<file path="config.mk">
export PLATFORM = sky130hd
export DESIGN_NAME = net_arbiter_flat
export DESIGN_NICKNAME = d
export VERILOG_FILES = /design/src/rtl/net_pkg.sv /design/src/rtl/net_arbiter_if.sv /design/src/rtl/net_slot.sv /design/src/rtl/net_arbiter.sv /design/src/flat_wrapper.sv
export SDC_FILE = /design/constraint.sdc
export NUM_CORES = 1
export LEC_CHECK = 0
export CAP_MARGIN = 0
export CORE_UTILIZATION = 38
export DETAILED_ROUTE_END_ITERATION = 16
export DONT_BUFFER_PORTS = 1
export HOLD_SLACK_MARGIN = 0.15
export PLACE_DENSITY = 0.64
export SKIP_LAST_GASP = 1
export SLEW_MARGIN = 20
export SYNTH_ARGS = -nofsm -noshare
export SYNTH_HDL_FRONTEND = slang
export SYNTH_SLANG_ARGS = --single-unit
export TNS_END_PERCENT = 20
</file>
<file path="constraint.sdc">
create_clock -name clk -period 1.6 [get_ports clk]
set_clock_uncertainty 0.1 [all_clocks]
set_input_delay 0.16 -clock clk [delete_from_list [all_inputs] [get_ports clk]]
set_output_delay 0.16 -clock clk [all_outputs]
set_load 0.01 [all_outputs]
</file>
<file path="src/rtl/net_pkg.sv">
// Shared types for the two-requester network arbiter.
// Latency: none (types and constants only).
// Backpressure: not applicable.
package net_pkg;

  localparam int DATA_W = 4;

  typedef logic [0:DATA_W-1] data_t;

  typedef enum logic {
    IDLE  = 1'b0,
    WRITE = 1'b1
  } state_t;

  typedef enum logic {
    ID_A = 1'b0,
    ID_B = 1'b1
  } req_id_t;

endpackage

</file>
<file path="src/rtl/net_arbiter_if.sv">
// Handshake bundle between two requesters, the arbiter and the network.
// Latency: none (wires only).
// Backpressure: rdy_a/rdy_b toward requesters, net_busy from the network.
// Ports: requester A (val_a, data1_a, data2_a, rdy_a), requester B (val_b_in,
//        data1_b_in, data2_b_in, rdy_b), network (val_n, data1_n, data2_n,
//        net_busy), sticky abort flag err.
interface net_arbiter_if;
  import net_pkg::*;

  logic  val_a;
  data_t data1_a;
  data_t data2_a;
  logic  rdy_a;

  logic  val_b_in;
  data_t data1_b_in;
  data_t data2_b_in;
  logic  rdy_b;

  logic  net_busy;
  logic  val_n;
  data_t data1_n;
  data_t data2_n;
  logic  err;

  // master: the environment (requesters + network)
  modport master (
    output val_a, data1_a, data2_a, val_b_in, data1_b_in, data2_b_in, net_busy,
    input  rdy_a, rdy_b, val_n, data1_n, data2_n, err
  );

  // slave: the arbiter
  modport slave (
    input  val_a, data1_a, data2_a, val_b_in, data1_b_in, data2_b_in, net_busy,
    output rdy_a, rdy_b, val_n, data1_n, data2_n, err
  );

endinterface

</file>
<file path="src/rtl/net_slot.sv">
// One-entry message buffer for a single requester.
// Latency: data captured on the load edge, visible on full/data1/data2 next cycle.
// Backpressure: rdy is a flop equal to !full; low during reset, never depends on val.
// Ports: clk, rst_n, load (capture), clear (release), data1_in/data2_in,
//        full, data1, data2, rdy.
module net_slot
  import net_pkg::*;
(
  input  logic  clk,
  input  logic  rst_n,
  input  logic  load,
  input  logic  clear,
  input  data_t data1_in,
  input  data_t data2_in,
  output logic  full,
  output data_t data1,
  output data_t data2,
  output logic  rdy
);

  always_ff @(posedge clk or negedge rst_n) begin
    if (!rst_n) begin
      full  <= 1'b0;
      data1 <= '0;
      data2 <= '0;
      rdy   <= 1'b0;
    end else begin
      if (clear) begin
        full <= 1'b0;
      end else if (load) begin
        full  <= 1'b1;
        data1 <= data1_in;
        data2 <= data2_in;
      end
      // rdy tracks the next value of full so it stays a clean flop output.
      // load and clear never coincide: load needs rdy, clear needs full.
      rdy <= clear | (~load & ~full);
    end
  end

endmodule

</file>
<file path="src/rtl/net_arbiter.sv">
// Round-robin arbiter moving one-entry requester slots A/B onto the network.
// Latency: val_n rises two cycles after val_x is offered; one IDLE cycle between writes.
// Backpressure: net_busy holds the write; TIMEOUT busy cycles drop it and set sticky err.
// Ports: clk, rst_n (async, active low), bus (net_arbiter_if.slave).
module net_arbiter
  import net_pkg::*;
#(
  parameter int TIMEOUT = 15
) (
  input  logic          clk,
  input  logic          rst_n,
  net_arbiter_if.slave  bus
);

  localparam logic [3:0] TIMEOUT_M1 = 4'(TIMEOUT - 1);

  logic    full_a, full_b, rdy_a_q, rdy_b_q;
  logic    load_a, load_b, clr_a, clr_b, done;
  data_t   s1_a, s2_a, s1_b, s2_b;
  state_t  state_q, state_d;
  req_id_t sel_q, sel_d, last_q, last_d;
  logic [3:0] cnt_q, cnt_d;
  logic    err_q, err_d;
  logic    val_n_c;
  data_t   d1_n_c, d2_n_c;

  assign load_a = bus.val_a    & rdy_a_q;
  assign load_b = bus.val_b_in & rdy_b_q;

  net_slot u_slot_a (
    .clk(clk), .rst_n(rst_n), .load(load_a), .clear(clr_a),
    .data1_in(bus.data1_a), .data2_in(bus.data2_a),
    .full(full_a), .data1(s1_a), .data2(s2_a), .rdy(rdy_a_q)
  );

  net_slot u_slot_b (
    .clk(clk), .rst_n(rst_n), .load(load_b), .clear(clr_b),
    .data1_in(bus.data1_b_in), .data2_in(bus.data2_b_in),
    .full(full_b), .data1(s1_b), .data2(s2_b), .rdy(rdy_b_q)
  );

  always_ff @(posedge clk or negedge rst_n) begin
    if (!rst_n) begin
      state_q <= IDLE;
      sel_q   <= ID_A;
      last_q  <= ID_B;   // A wins the first tie
      cnt_q   <= '0;
      err_q   <= 1'b0;
    end else begin
      state_q <= state_d;
      sel_q   <= sel_d;
      last_q  <= last_d;
      cnt_q   <= cnt_d;
      err_q   <= err_d;
    end
  end

  always_comb begin
    state_d = state_q;
    sel_d   = sel_q;
    last_d  = last_q;
    cnt_d   = cnt_q;
    err_d   = err_q;
    done    = 1'b0;
    clr_a   = 1'b0;
    clr_b   = 1'b0;
    val_n_c = 1'b0;
    d1_n_c  = '0;
    d2_n_c  = '0;
    case (state_q)
      IDLE: begin
        if (full_a | full_b) begin
          if (full_a & full_b) sel_d = (last_q == ID_B) ? ID_A : ID_B;
          else if (full_a)     sel_d = ID_A;
          else                 sel_d = ID_B;
          cnt_d   = '0;
          state_d = WRITE;
        end
      end
      WRITE: begin
        val_n_c = 1'b1;
        d1_n_c  = (sel_q == ID_A) ? s1_a : s1_b;
        d2_n_c  = (sel_q == ID_A) ? s2_a : s2_b;
        if (!bus.net_busy) begin
          done = 1'b1;
        end else if (cnt_q == TIMEOUT_M1) begin
          // this busy cycle is the TIMEOUT-th one: drop the message
          done  = 1'b1;
          err_d = 1'b1;
        end else if (cnt_q != 4'hF) begin
          cnt_d = cnt_q + 4'd1;
        end
        if (done) begin
          clr_a   = (sel_q == ID_A);
          clr_b   = (sel_q == ID_B);
          last_d  = sel_q;
          state_d = IDLE;
        end
      end
      default: state_d = IDLE;
    endcase
  end

  assign bus.rdy_a   = rdy_a_q;
  assign bus.rdy_b   = rdy_b_q;
  assign bus.val_n   = val_n_c;
  assign bus.data1_n = d1_n_c;
  assign bus.data2_n = d2_n_c;
  assign bus.err     = err_q;

endmodule

</file>
<file path="src/flat_wrapper.sv">
// flat-port wrapper written by rule: the top's interface ports become plain ports
module net_arbiter_flat import net_pkg::*;
#(
  parameter int TIMEOUT = 15
)
  (clk, rst_n, bus_val_a, bus_data1_a, bus_data2_a, bus_val_b_in, bus_data1_b_in, bus_data2_b_in, bus_net_busy, bus_rdy_a, bus_rdy_b, bus_val_n, bus_data1_n, bus_data2_n, bus_err);
  net_arbiter_if bus_i ();
  input  logic clk;
  input  logic rst_n;
  input wire logic [$bits(bus_i.val_a)-1:0] bus_val_a;
  input wire logic [$bits(bus_i.data1_a)-1:0] bus_data1_a;
  input wire logic [$bits(bus_i.data2_a)-1:0] bus_data2_a;
  input wire logic [$bits(bus_i.val_b_in)-1:0] bus_val_b_in;
  input wire logic [$bits(bus_i.data1_b_in)-1:0] bus_data1_b_in;
  input wire logic [$bits(bus_i.data2_b_in)-1:0] bus_data2_b_in;
  input wire logic [$bits(bus_i.net_busy)-1:0] bus_net_busy;
  output wire logic [$bits(bus_i.rdy_a)-1:0] bus_rdy_a;
  output wire logic [$bits(bus_i.rdy_b)-1:0] bus_rdy_b;
  output wire logic [$bits(bus_i.val_n)-1:0] bus_val_n;
  output wire logic [$bits(bus_i.data1_n)-1:0] bus_data1_n;
  output wire logic [$bits(bus_i.data2_n)-1:0] bus_data2_n;
  output wire logic [$bits(bus_i.err)-1:0] bus_err;
  assign bus_i.val_a = bus_val_a;
  assign bus_i.data1_a = bus_data1_a;
  assign bus_i.data2_a = bus_data2_a;
  assign bus_i.val_b_in = bus_val_b_in;
  assign bus_i.data1_b_in = bus_data1_b_in;
  assign bus_i.data2_b_in = bus_data2_b_in;
  assign bus_i.net_busy = bus_net_busy;
  assign bus_rdy_a = bus_i.rdy_a;
  assign bus_rdy_b = bus_i.rdy_b;
  assign bus_val_n = bus_i.val_n;
  assign bus_data1_n = bus_i.data1_n;
  assign bus_data2_n = bus_i.data2_n;
  assign bus_err = bus_i.err;
  net_arbiter #(.TIMEOUT(TIMEOUT)) u_core (.clk(clk), .rst_n(rst_n), .bus(bus_i));
endmodule
</file>
==> results of run 1 <==
-- cell families after synthesis --
| family | count (synthesis) | share of synthesized area |
|---|---|---|
| DFF | 28 | 0.544 |
| muxes | 27 | 0.230 |
| and+or+nand+nor | 20 | 0.0698 |
| AOI/OAI and AO/OA | 14 | 0.113 |
| buffers and inverters | 8 | 0.0242 |
| adders and majority gates | 2 | 0.0194 |
-- layout by cell type (no fill, tap or decap) --
cell,instances
or3_1,1
dfrtp_1,27
o21ai_4,1
a21oi_4,1
buf_12,3
ha_4,1
a2bb2oi_1,1
a31o_2,2
and3_1,2
mux2i_1,9
nor2_1,9
inv_1,5
mux2_2,1
nand2_1,5
a21oi_1,4
a32o_1,1
o221ai_1,1
and2_1,1
dlygate4sd3_1,21
o211a_4,1
nand4_1,2
a21boi_4,2
mux2_4,15
ha_1,1
mux2_1,2
buf_4,18
inv_2,1
clkbuf_8,1
dfstp_2,1
clkbuf_4,3
-- per-stage QoR --
step / instance area (sq um) / hold slack [ns] / setup WS (ns)
finish: 1850 / 0.262 / -0.153
detailed placement: 1470 / -0.235 / -0.173
global route: 1850 / 0.242 / -0.202
global placement: 1470 / -0.234 / -0.122
CTS: 1840 / 0.239 / -0.159
floorplan: 1310 / -0.236 / -0.0619
-- registers in the layout (all words and copies together) (netlist names) --
name                   flops
u_core.cnt_q               4
u_core.u_slot_a.data1      4
u_core.u_slot_a.data2      4
u_core.u_slot_b.data1      4
u_core.u_slot_b.data2      4
u_core.bus.err             1
u_core.last_q              1
u_core.sel_q               1
u_core.state_q             1
u_core.u_slot_a.full       1
u_core.u_slot_a.rdy        1
u_core.u_slot_b.full       1
u_core.u_slot_b.rdy        1
-- path summary, 6_finish.rpt --
kind,cells past startpoint,end,slack (ns)
hold reg to reg,1,u_core.u_slot_b.data2[1]$_DFFE_PN0P_,0.41
setup reg to reg,6,u_core.u_slot_a.data1[2]$_DFFE_PN0P_,-0.15
max in group asynchronous,3,u_core.last_q$_DFFE_PN1P_,0.49
hold / removal,4,u_core.u_slot_b.data2[1]$_DFFE_PN0P_,0.26
setup / recovery,6,u_core.u_slot_a.data1[2]$_DFFE_PN0P_,-0.15
min in group asynchronous,3,u_core.cnt_q[0]$_DFFE_PN0P_,0.68
-- where the power goes --
part	switching [W]	total, W	internal (W)
logic	0.000707	0.00169	0.000981
registers	0.000260	0.00132	0.00106
clock network	0.000205	0.000345	0.000139
total	0.00117	0.00335	0.00218
-- worst max-delay path: stages (launching register included) --
cell	delay (ns)
dfrtp_1	0.45
ha_4	0.18
nand4_1	0.17
o21ai_4	0.12
a21boi_4	0.18
buf_12	0.15
mux2_4	0.30
-- area by class of cell --
type	instances	area share
Tap cell	44	0.0297
Timing Repair Buffer	42	0.219
Sequential cell	28	0.379
Clock buffer	4	0.0196
Inverter	6	0.0122
Multi-Input combinational cell	63	0.340
-- what timing repair did --
action                                  in CTS  in global routing
endpoints found under the hold margin       51                  0
endpoints found under the setup margin      26                 28
resized for setup                           13                  0
hold buffers                                22                  0
pin swaps                                    4                  3
buffers inserted                             5                  1
-- metal layers --
layer | track usage | part of all wire
met5 | 0 | 0
met4 | 0.0498 | 0.0063
met3 | 0.0325 | 0.046
met2 | 0.272 | 0.49
met1 | 0.224 | 0.46
==> flow_summary_export.csv, run 1 <==
group,metric,value,unit
status,status,"finished, violations left",
status,violations,"setup timing",
placement,gp_congestion,0.782,
routing,route.detailed.drc,0,
logic_synthesis,async_flop_share,1.00,
timing,period_share,1.10,
routing,ant_nets,0,
worst_setup_path,required,1.72,ns
timing,max_slew_margin,0.780,
timing,worst_pin_slew,0.330,ns
power,leakage,0.871,nW
placement,dp.cells,155,
logic_synthesis,synth_nets,122,
timing,fin_crit,1.75,ns
clock_network,tritoncts,"yes",
logic_synthesis,synth_edf_count,0,
worst_setup_path,worst-setup-path-type,"reg -> reg",
routing,drt-total-wl,2840,um
timing,slew_violations,0,
grt,grt_util_all_layers,0.167,
timing,finalSetupTns,-3.05,ns
die,die_w,60.3,um
worst_setup_path,cp_max_fo,7,
final_layout,multi_input_area,629,sq um
logic_synthesis,syn_area_per_cell,13.0,sq um
die,core,3130,sq um
clock_network,clock_latency,0.32,ns
final_layout,drive_gt1_frac,0.357,
final_layout,n_fill_cell,252,
logic_synthesis,yosysUniqueCellTypes,25,
power,p_total,0.00335,W
die,dieArea,3630,sq um
logic_synthesis,yosysMostFrequentCell,"dfrtp_1",
worst_setup_path,end_kind,"register",
min_path,hp-class,"in -> reg",
logic_synthesis,synth_common_cells,"27 x dfrtp_1, 16 x mux2_1, 9 x mux2i_1, 9 x nor2_1, 6 x inv_1",
routing,firstDrtPassIters,4,
placement,dpl.hpwl,1880,um
placement,numPortBuffers,0,
timing,finalHoldViolCount,0,
timing,setup_violations,26,
routing,wl_per_cell,15.2,um
logic_synthesis,yosysSeqAreaShare,0.544,
grt,grt_pass1_wl,4340,um
timing,fmaxAchievable,570,MHz
logic_synthesis,ys_top_cells_by_area,"dfrtp_1 52%, mux2_1 14%, mux2i_1 7.0%",
power,p_per_area,1810,nW/um^2
die,start_util,0.412,
logic_synthesis,synth_top_cell_by_area,"dfrtp_1",
logic_synthesis,ys_ff_latch,28,
clock_network,clockBufferDepth,2,
final_layout,final-seq-area,702,sq um
die,std_cell_rows,20,
final_layout,area_delta_synth_final,43.5,%
grt,grt_pass1_vias,905,
routing,vias,900,
worst_setup_path,arrival,1.87,ns
final_layout,finalNetCount,167,
logic_synthesis,syn_area,1290,sq um
routing,routed_via_density,4.81,
final_layout,final_cell_count_no_fill,187,
worst_setup_path,r2r-start,"u_core.cnt_q[1]$_DFFE_PN0P_",
final_layout,fin_util,0.592,
run,cap_violations,0,
logic_synthesis,ys.flop_type,"dfrtp_1",
die,die_y,60.3,um
worst_setup_path,startpoint,"u_core.cnt_q[1]$_DFFE_PN0P_",
logic_synthesis,synth_cells,99,
power,ir_drop,0.639,mV
grt,grt_max_degree,29,
worst_setup_path,cp-start-kind,"register",
timing,setup_ws,-0.153,ns
routing,initialDrtViolationCount,21,
grt,overflow,0,
clock_network,path_clk_slew,0.15,ns
min_path,hp-start,"bus_val_b_in",
clock_network,cts_sinks,28,
logic_synthesis,netlist.area_leader.share,0.524,
timing,rsz0062_at_grt,"yes",
clock_network,htreeDepth,1,
grt,antenna_found_initial,0,
die,boundaryPins,33,
clock_network,cts-root-buf,"clkbuf_4",
clock_network,cts_buffers,3,
logic_synthesis,yosysWarnings,0,
final_layout,antenna_cells,0,
(Power assumes the default switching activity.)
==> run 2, diff against run 1 <==
--- a/config.mk
+++ b/config.mk
@@ -11,6 +11,7 @@
 export DONT_BUFFER_PORTS = 1
 export HOLD_SLACK_MARGIN = 0.15
 export PLACE_DENSITY = 0.64
+export RECOVER_POWER = 50
 export SKIP_LAST_GASP = 1
 export SLEW_MARGIN = 20
 export SYNTH_ARGS = -nofsm -noshare
==> run 2 against run 1 <==
  * The run still ends with setup timing left
  * Critical path depth stayed put
  * Wire length about the same
  * Via count unchanged
  * Utilization shrank 0.48 points
  * Critical endpoint unchanged
  * Highest routed layer unchanged
==> flow_summary_export.csv, run 2 (synthesis results as in run 1) <==
group,metric,value,unit
clock_network,path_clk_slew,0.15,ns
clock_network,cts_sinks,28,
final_layout,drive_gt1_frac,0.357,
routing,vias,900,
clock_network,htreeDepth,1,
grt,grt_util_all_layers,0.167,
power,ir_drop,0.639,mV
grt,grt_pass1_wl,4340,um
timing,fin_crit,1.75,ns
routing,ant_nets,0,
clock_network,tritoncts,"yes",
routing,routed_via_density,4.81,
final_layout,fin_util,0.587,
final_layout,final_common_cell,"dfrtp_1",
grt,grt_max_degree,29,
clock_network,cts-root-buf,"clkbuf_4",
final_layout,area_delta_synth_final,42.3,%
die,boundaryPins,33,
final_layout,finalNetCount,167,
worst_setup_path,startpoint,"u_core.cnt_q[1]$_DFFE_PN0P_",
clock_network,clockBufferDepth,2,
final_layout,antenna_cells,0,
die,dieArea,3630,sq um
worst_setup_path,worst-setup-path-type,"reg -> reg",
power,p_per_area,1820,nW/um^2
timing,setup_ws,-0.153,ns
placement,dpl.hpwl,1880,um
routing,initialDrtViolationCount,21,
placement,dp.cells,155,
final_layout,final_cell_mix,"27 x dfrtp_1, 21 x dlygate4sd3_1, 18 x buf_4",
worst_setup_path,arrival,1.87,ns
timing,rsz0062_at_grt,"yes",
routing,wl_per_cell,15.2,um
status,status,"finished, violations left",
min_path,hp-class,"in -> reg",
worst_setup_path,rrSetupSlack,-0.15,ns
worst_setup_path,r2r-start,"u_core.cnt_q[1]$_DFFE_PN0P_",
worst_setup_path,required,1.72,ns
die,die_w,60.3,um
clock_network,cts_buffers,3,
timing,period_share,1.10,
status,violations,"setup timing",
power,leakage,0.866,nW
timing,slew_violations,0,
timing,max_slew_margin,0.571,
die,std_cell_rows,20,
clock_network,clock_latency,0.32,ns
die,start_util,0.412,
die,core,3130,sq um
timing,worst_pin_slew,0.643,ns
final_layout,final_cell_count_no_fill,187,
grt,overflow,0,
routing,firstDrtPassIters,4,
routing,drt-total-wl,2840,um
worst_setup_path,end_kind,"register",
timing,finalHoldViolCount,0,
placement,numPortBuffers,0,
min_path,hp-start,"bus_val_b_in",
worst_setup_path,cp-start-kind,"register",
die,die_y,60.3,um
placement,dp_slack,-0.173,ns
routing,route.detailed.drc,0,
power,p_total,0.00335,W
grt,antenna_found_initial,0,
placement,gp_congestion,0.782,
timing,setup_violations,26,
run,cap_violations,0,
worst_setup_path,cp_max_fo,7,
grt,grt_pass1_vias,905,
timing,fmaxAchievable,570,MHz
run 2: critical path, stage by stage, from the launching register on:
cell,delay (ns)
dfrtp_1,0.45
ha_4,0.18
nand4_1,0.17
o21ai_4,0.12
a21boi_4,0.18
buf_12,0.15
mux2_4,0.30
run 2: final timing paths:
check                                                             to  depth (start not counted)
worst max-delay path            u_core.u_slot_a.data1[2]$_DFFE_PN0P_                          6
worst min-delay path            u_core.u_slot_b.data2[1]$_DFFE_PN0P_                          4
worst max register to register  u_core.u_slot_a.data1[2]$_DFFE_PN0P_                          6
min in group asynchronous                u_core.cnt_q[0]$_DFFE_PN0P_                          3
max in group asynchronous       u_core.u_slot_b.data1[1]$_DFFE_PN0P_                          3
worst min register to register  u_core.u_slot_b.data2[1]$_DFFE_PN0P_                          1
run 2: routing by layer:
| layer | vias to the layer above | share of wire | routed length, um | global-route usage |
|---|---|---|---|---|
| li1 | 437 | - | - | - |
| met2 | 28 | 0.49 | 1390 | 0.272 |
| met1 | 433 | 0.46 | 1300 | 0.224 |
| met4 | 0 | 0.0063 | 18 | 0.0498 |
| met5 | - | 0 | 0 | 0 |
| met3 | 2 | 0.046 | 130 | 0.0325 |
run 2: power by group:
group	internal [W]	leakage, nW	total [W]	switching (W)
Sequential	0.00106	0.333	0.00132	0.000260
Combinational	0.000977	0.511	0.00168	0.000706
Clock	0.000139	0.0210	0.000345	0.000205
Total	0.00218	0.866	0.00335	0.00117
run 2: final cells by class:
cell class              count  area [sq um]
multi-input cells          63           629
flip-flops and latches     28           702
well taps                  44          55.1
repair buffers             42           390
clock buffers               4          36.3
fillers                   254          1290
inverters                   6          22.5
run 2: timing repair:
action	CTS	global route
hold buffers	22	0
endpoints found under the setup margin	26	28
buffers inserted	5	1
resized for setup	13	0
pin swaps	4	3
hold endpoints to repair	51	0
run 2: through the flow:
step / hold WS, ns / TNS [ns] / cell area (sq um)
floorplan: -0.236 / -0.750 / 1310
global placement: -0.234 / -1.67 / 1470
detailed placement: -0.235 / -2.58 / 1470
CTS: 0.239 / -3.22 / 1840
global route: 0.242 / -4.53 / 1840
finish: 0.262 / -3.05 / 1840
==> run 3, diff against run 2 <==
==> constraint.sdc (replaced) <==
create_clock -name clk -period 1.6 [get_ports clk]
set_clock_uncertainty 0.1 [all_clocks]
set_input_delay 0.24 -clock clk [delete_from_list [all_inputs] [get_ports clk]]
set_output_delay 0.24 -clock clk [all_outputs]
set_load 0.01 [all_outputs]
==> run 3 against run 2 <==
  * The run still ends with setup timing left
  * Final cell count decreased by 1.1%
  * Setup slack about the same
  * Global-route usage grew 0.091 points
  * Fmax barely moved
  * Clock-buffer cell count unchanged
  * Sequential power is essentially flat
  * Total power down 0.46%
  * Critical path depth unchanged
  * Via count decreased by 0.78%
==> flow_summary_export.csv, run 3 (synthesis results as in run 1) <==
group,metric,value,unit
status,status,"finished, violations left",
status,violations,"setup timing",
clock_network,clockBufferDepth,2,
placement,dpl.hpwl,1880,um
clock_network,cts_sinks,28,
placement,numPortBuffers,0,
timing,fmaxAchievable,570,MHz
min_path,hp-class,"in -> reg",
worst_setup_path,cpPeakStageDelay,0.45,ns
die,start_util,0.412,
timing,period_share,1.10,
worst_setup_path,crit_buf_inv,1,
worst_setup_path,slowest_stage,"dfrtp_1",
grt,grt_max_degree,29,
final_layout,area_delta_synth_final,41.0,%
timing,rsz0062_at_grt,"yes",
clock_network,cts_buffers,3,
worst_setup_path,path_cells,"ha_4 -> nand4_1 -> o21ai_4 -> a21boi_4 -> buf_12 -> mux2_4",
timing,worst_pin_slew,0.719,ns
timing,slew_violations,0,
grt,antenna_found_initial,0,
worst_setup_path,cpLargestDelayFamily,"flip-flops",
clock_network,cts-root-buf,"clkbuf_4",
final_layout,finalNetCount,165,
grt,grt_pass1_vias,906,
routing,drt-total-wl,2860,um
placement,gp_congestion,0.782,
clock_network,path_clk_slew,0.15,ns
worst_setup_path,worst-setup-path-type,"reg -> reg",
grt,grt_util_all_layers,0.168,
run,cap_violations,0,
die,core,3130,sq um
worst_setup_path,arrival,1.87,ns
die,std_cell_rows,20,
timing,fin_crit,1.75,ns
grt,overflow,0,
timing,finalSetupTns,-3.05,ns
final_layout,final_cell_mix,"26 x dfrtp_1, 20 x dlygate4sd3_1, 17 x buf_4",
routing,vias,893,
routing,firstDrtPassIters,4,
worst_setup_path,cp_max_fo,7,
timing,setup_violations,26,
final_layout,antenna_cells,0,
placement,placed_area,1470,sq um
timing,finalHoldViolCount,0,
die,die_w,60.3,um
die,die_y,60.3,um
routing,initialDrtViolationCount,21,
clock_network,tritoncts,"yes",
final_layout,final_area,1820,sq um
clock_network,htreeDepth,1,
grt,grt_pass1_wl,4350,um
die,dieArea,3630,sq um
timing,max_slew_margin,0.521,
worst_setup_path,required,1.72,ns
timing,setup_ws,-0.154,ns
worst_setup_path,cp-start-kind,"register",
routing,route.detailed.drc,0,
final_layout,fin_util,0.582,
routing,wl_per_cell,15.4,um
power,ir_drop,0.639,mV
power,p_per_area,1830,nW/um^2
die,boundaryPins,33,
final_layout,final_common_cell,"dfrtp_1",
routing,ant_nets,0,
clock_network,clock_latency,0.32,ns
power,leakage,0.856,nW
routing,routed_via_density,4.83,
worst_setup_path,end_kind,"register",
final_layout,drive_gt1_frac,0.362,
[run 3: area by class of cell]
| cell class | count | area (sq um) |
|---|---|---|
| fill | 256 | 1310 |
| sequential | 28 | 703 |
| multi-input combinational | 63 | 629 |
| timing repair buffer | 40 | 373 |
| tap | 44 | 55.1 |
| clock buffer | 4 | 36.3 |
| inverter | 6 | 22.5 |
[run 3: final timing paths]
kind / startpoint / end / slack, ns / depth (start not counted)
min reg2reg: u_core.u_slot_b.data2[1]$_DFFE_PN0P_ / u_core.u_slot_b.data2[1]$_DFFE_PN0P_ / 0.41 / 1
max: u_core.cnt_q[1]$_DFFE_PN0P_ / u_core.u_slot_a.data1[2]$_DFFE_PN0P_ / -0.15 / 6
min: bus_net_busy / u_core.u_slot_b.full$_DFFE_PN0P_ / 0.23 / 3
max in group asynchronous: rst_n / u_core.sel_q$_DFFE_PN0P_ / 0.51 / 2
min in group asynchronous: rst_n / u_core.cnt_q[0]$_DFFE_PN0P_ / 0.38 / 2
max reg2reg: u_core.cnt_q[1]$_DFFE_PN0P_ / u_core.u_slot_a.data1[2]$_DFFE_PN0P_ / -0.15 / 6
[run 3: power breakdown]
group          switching, W  internal [W]
Sequential         0.000260       0.00106
Combinational      0.000703      0.000962
Clock              0.000205      0.000139
Total               0.00117       0.00216
[run 3: repair_timing]
| item | 4_1_cts | 5_1_grt |
|---|---|---|
| endpoints found under the setup margin | 28 | 30 |
| buffers inserted | 4 | 1 |
| endpoints found under the hold margin | 50 | 0 |
| gates resized for setup | 14 | 0 |
| pin swaps | 4 | 3 |
| hold buffers | 21 | 0 |
[run 3: tightest hold or removal path, delay by kind of cell]
kind | cells | cell delay (ns)
buffers and inverters | 1 | 0.14
AO/OA/AOI/OAI | 2 | 0.23
[run 3: layer usage]
metal,part of all wire,GRT usage
met1,0.45,0.222
met2,0.49,0.276
met3,0.047,0.0325
met4,0.0063,0.0498
met5,0,0
[run 3: stage by stage]
step / power [W] / hold WS, ns / setup slack (ns) / cells
floorplan: 0.00221 / -0.156 / -0.0619 / 99
global placement: 0.00258 / -0.154 / -0.122 / 155
detailed placement: 0.00265 / -0.155 / -0.173 / 155
CTS: 0.00334 / 0.212 / -0.159 / 184
global route: 0.00356 / 0.226 / -0.202 / 185
finish: 0.00333 / 0.228 / -0.154 / 185
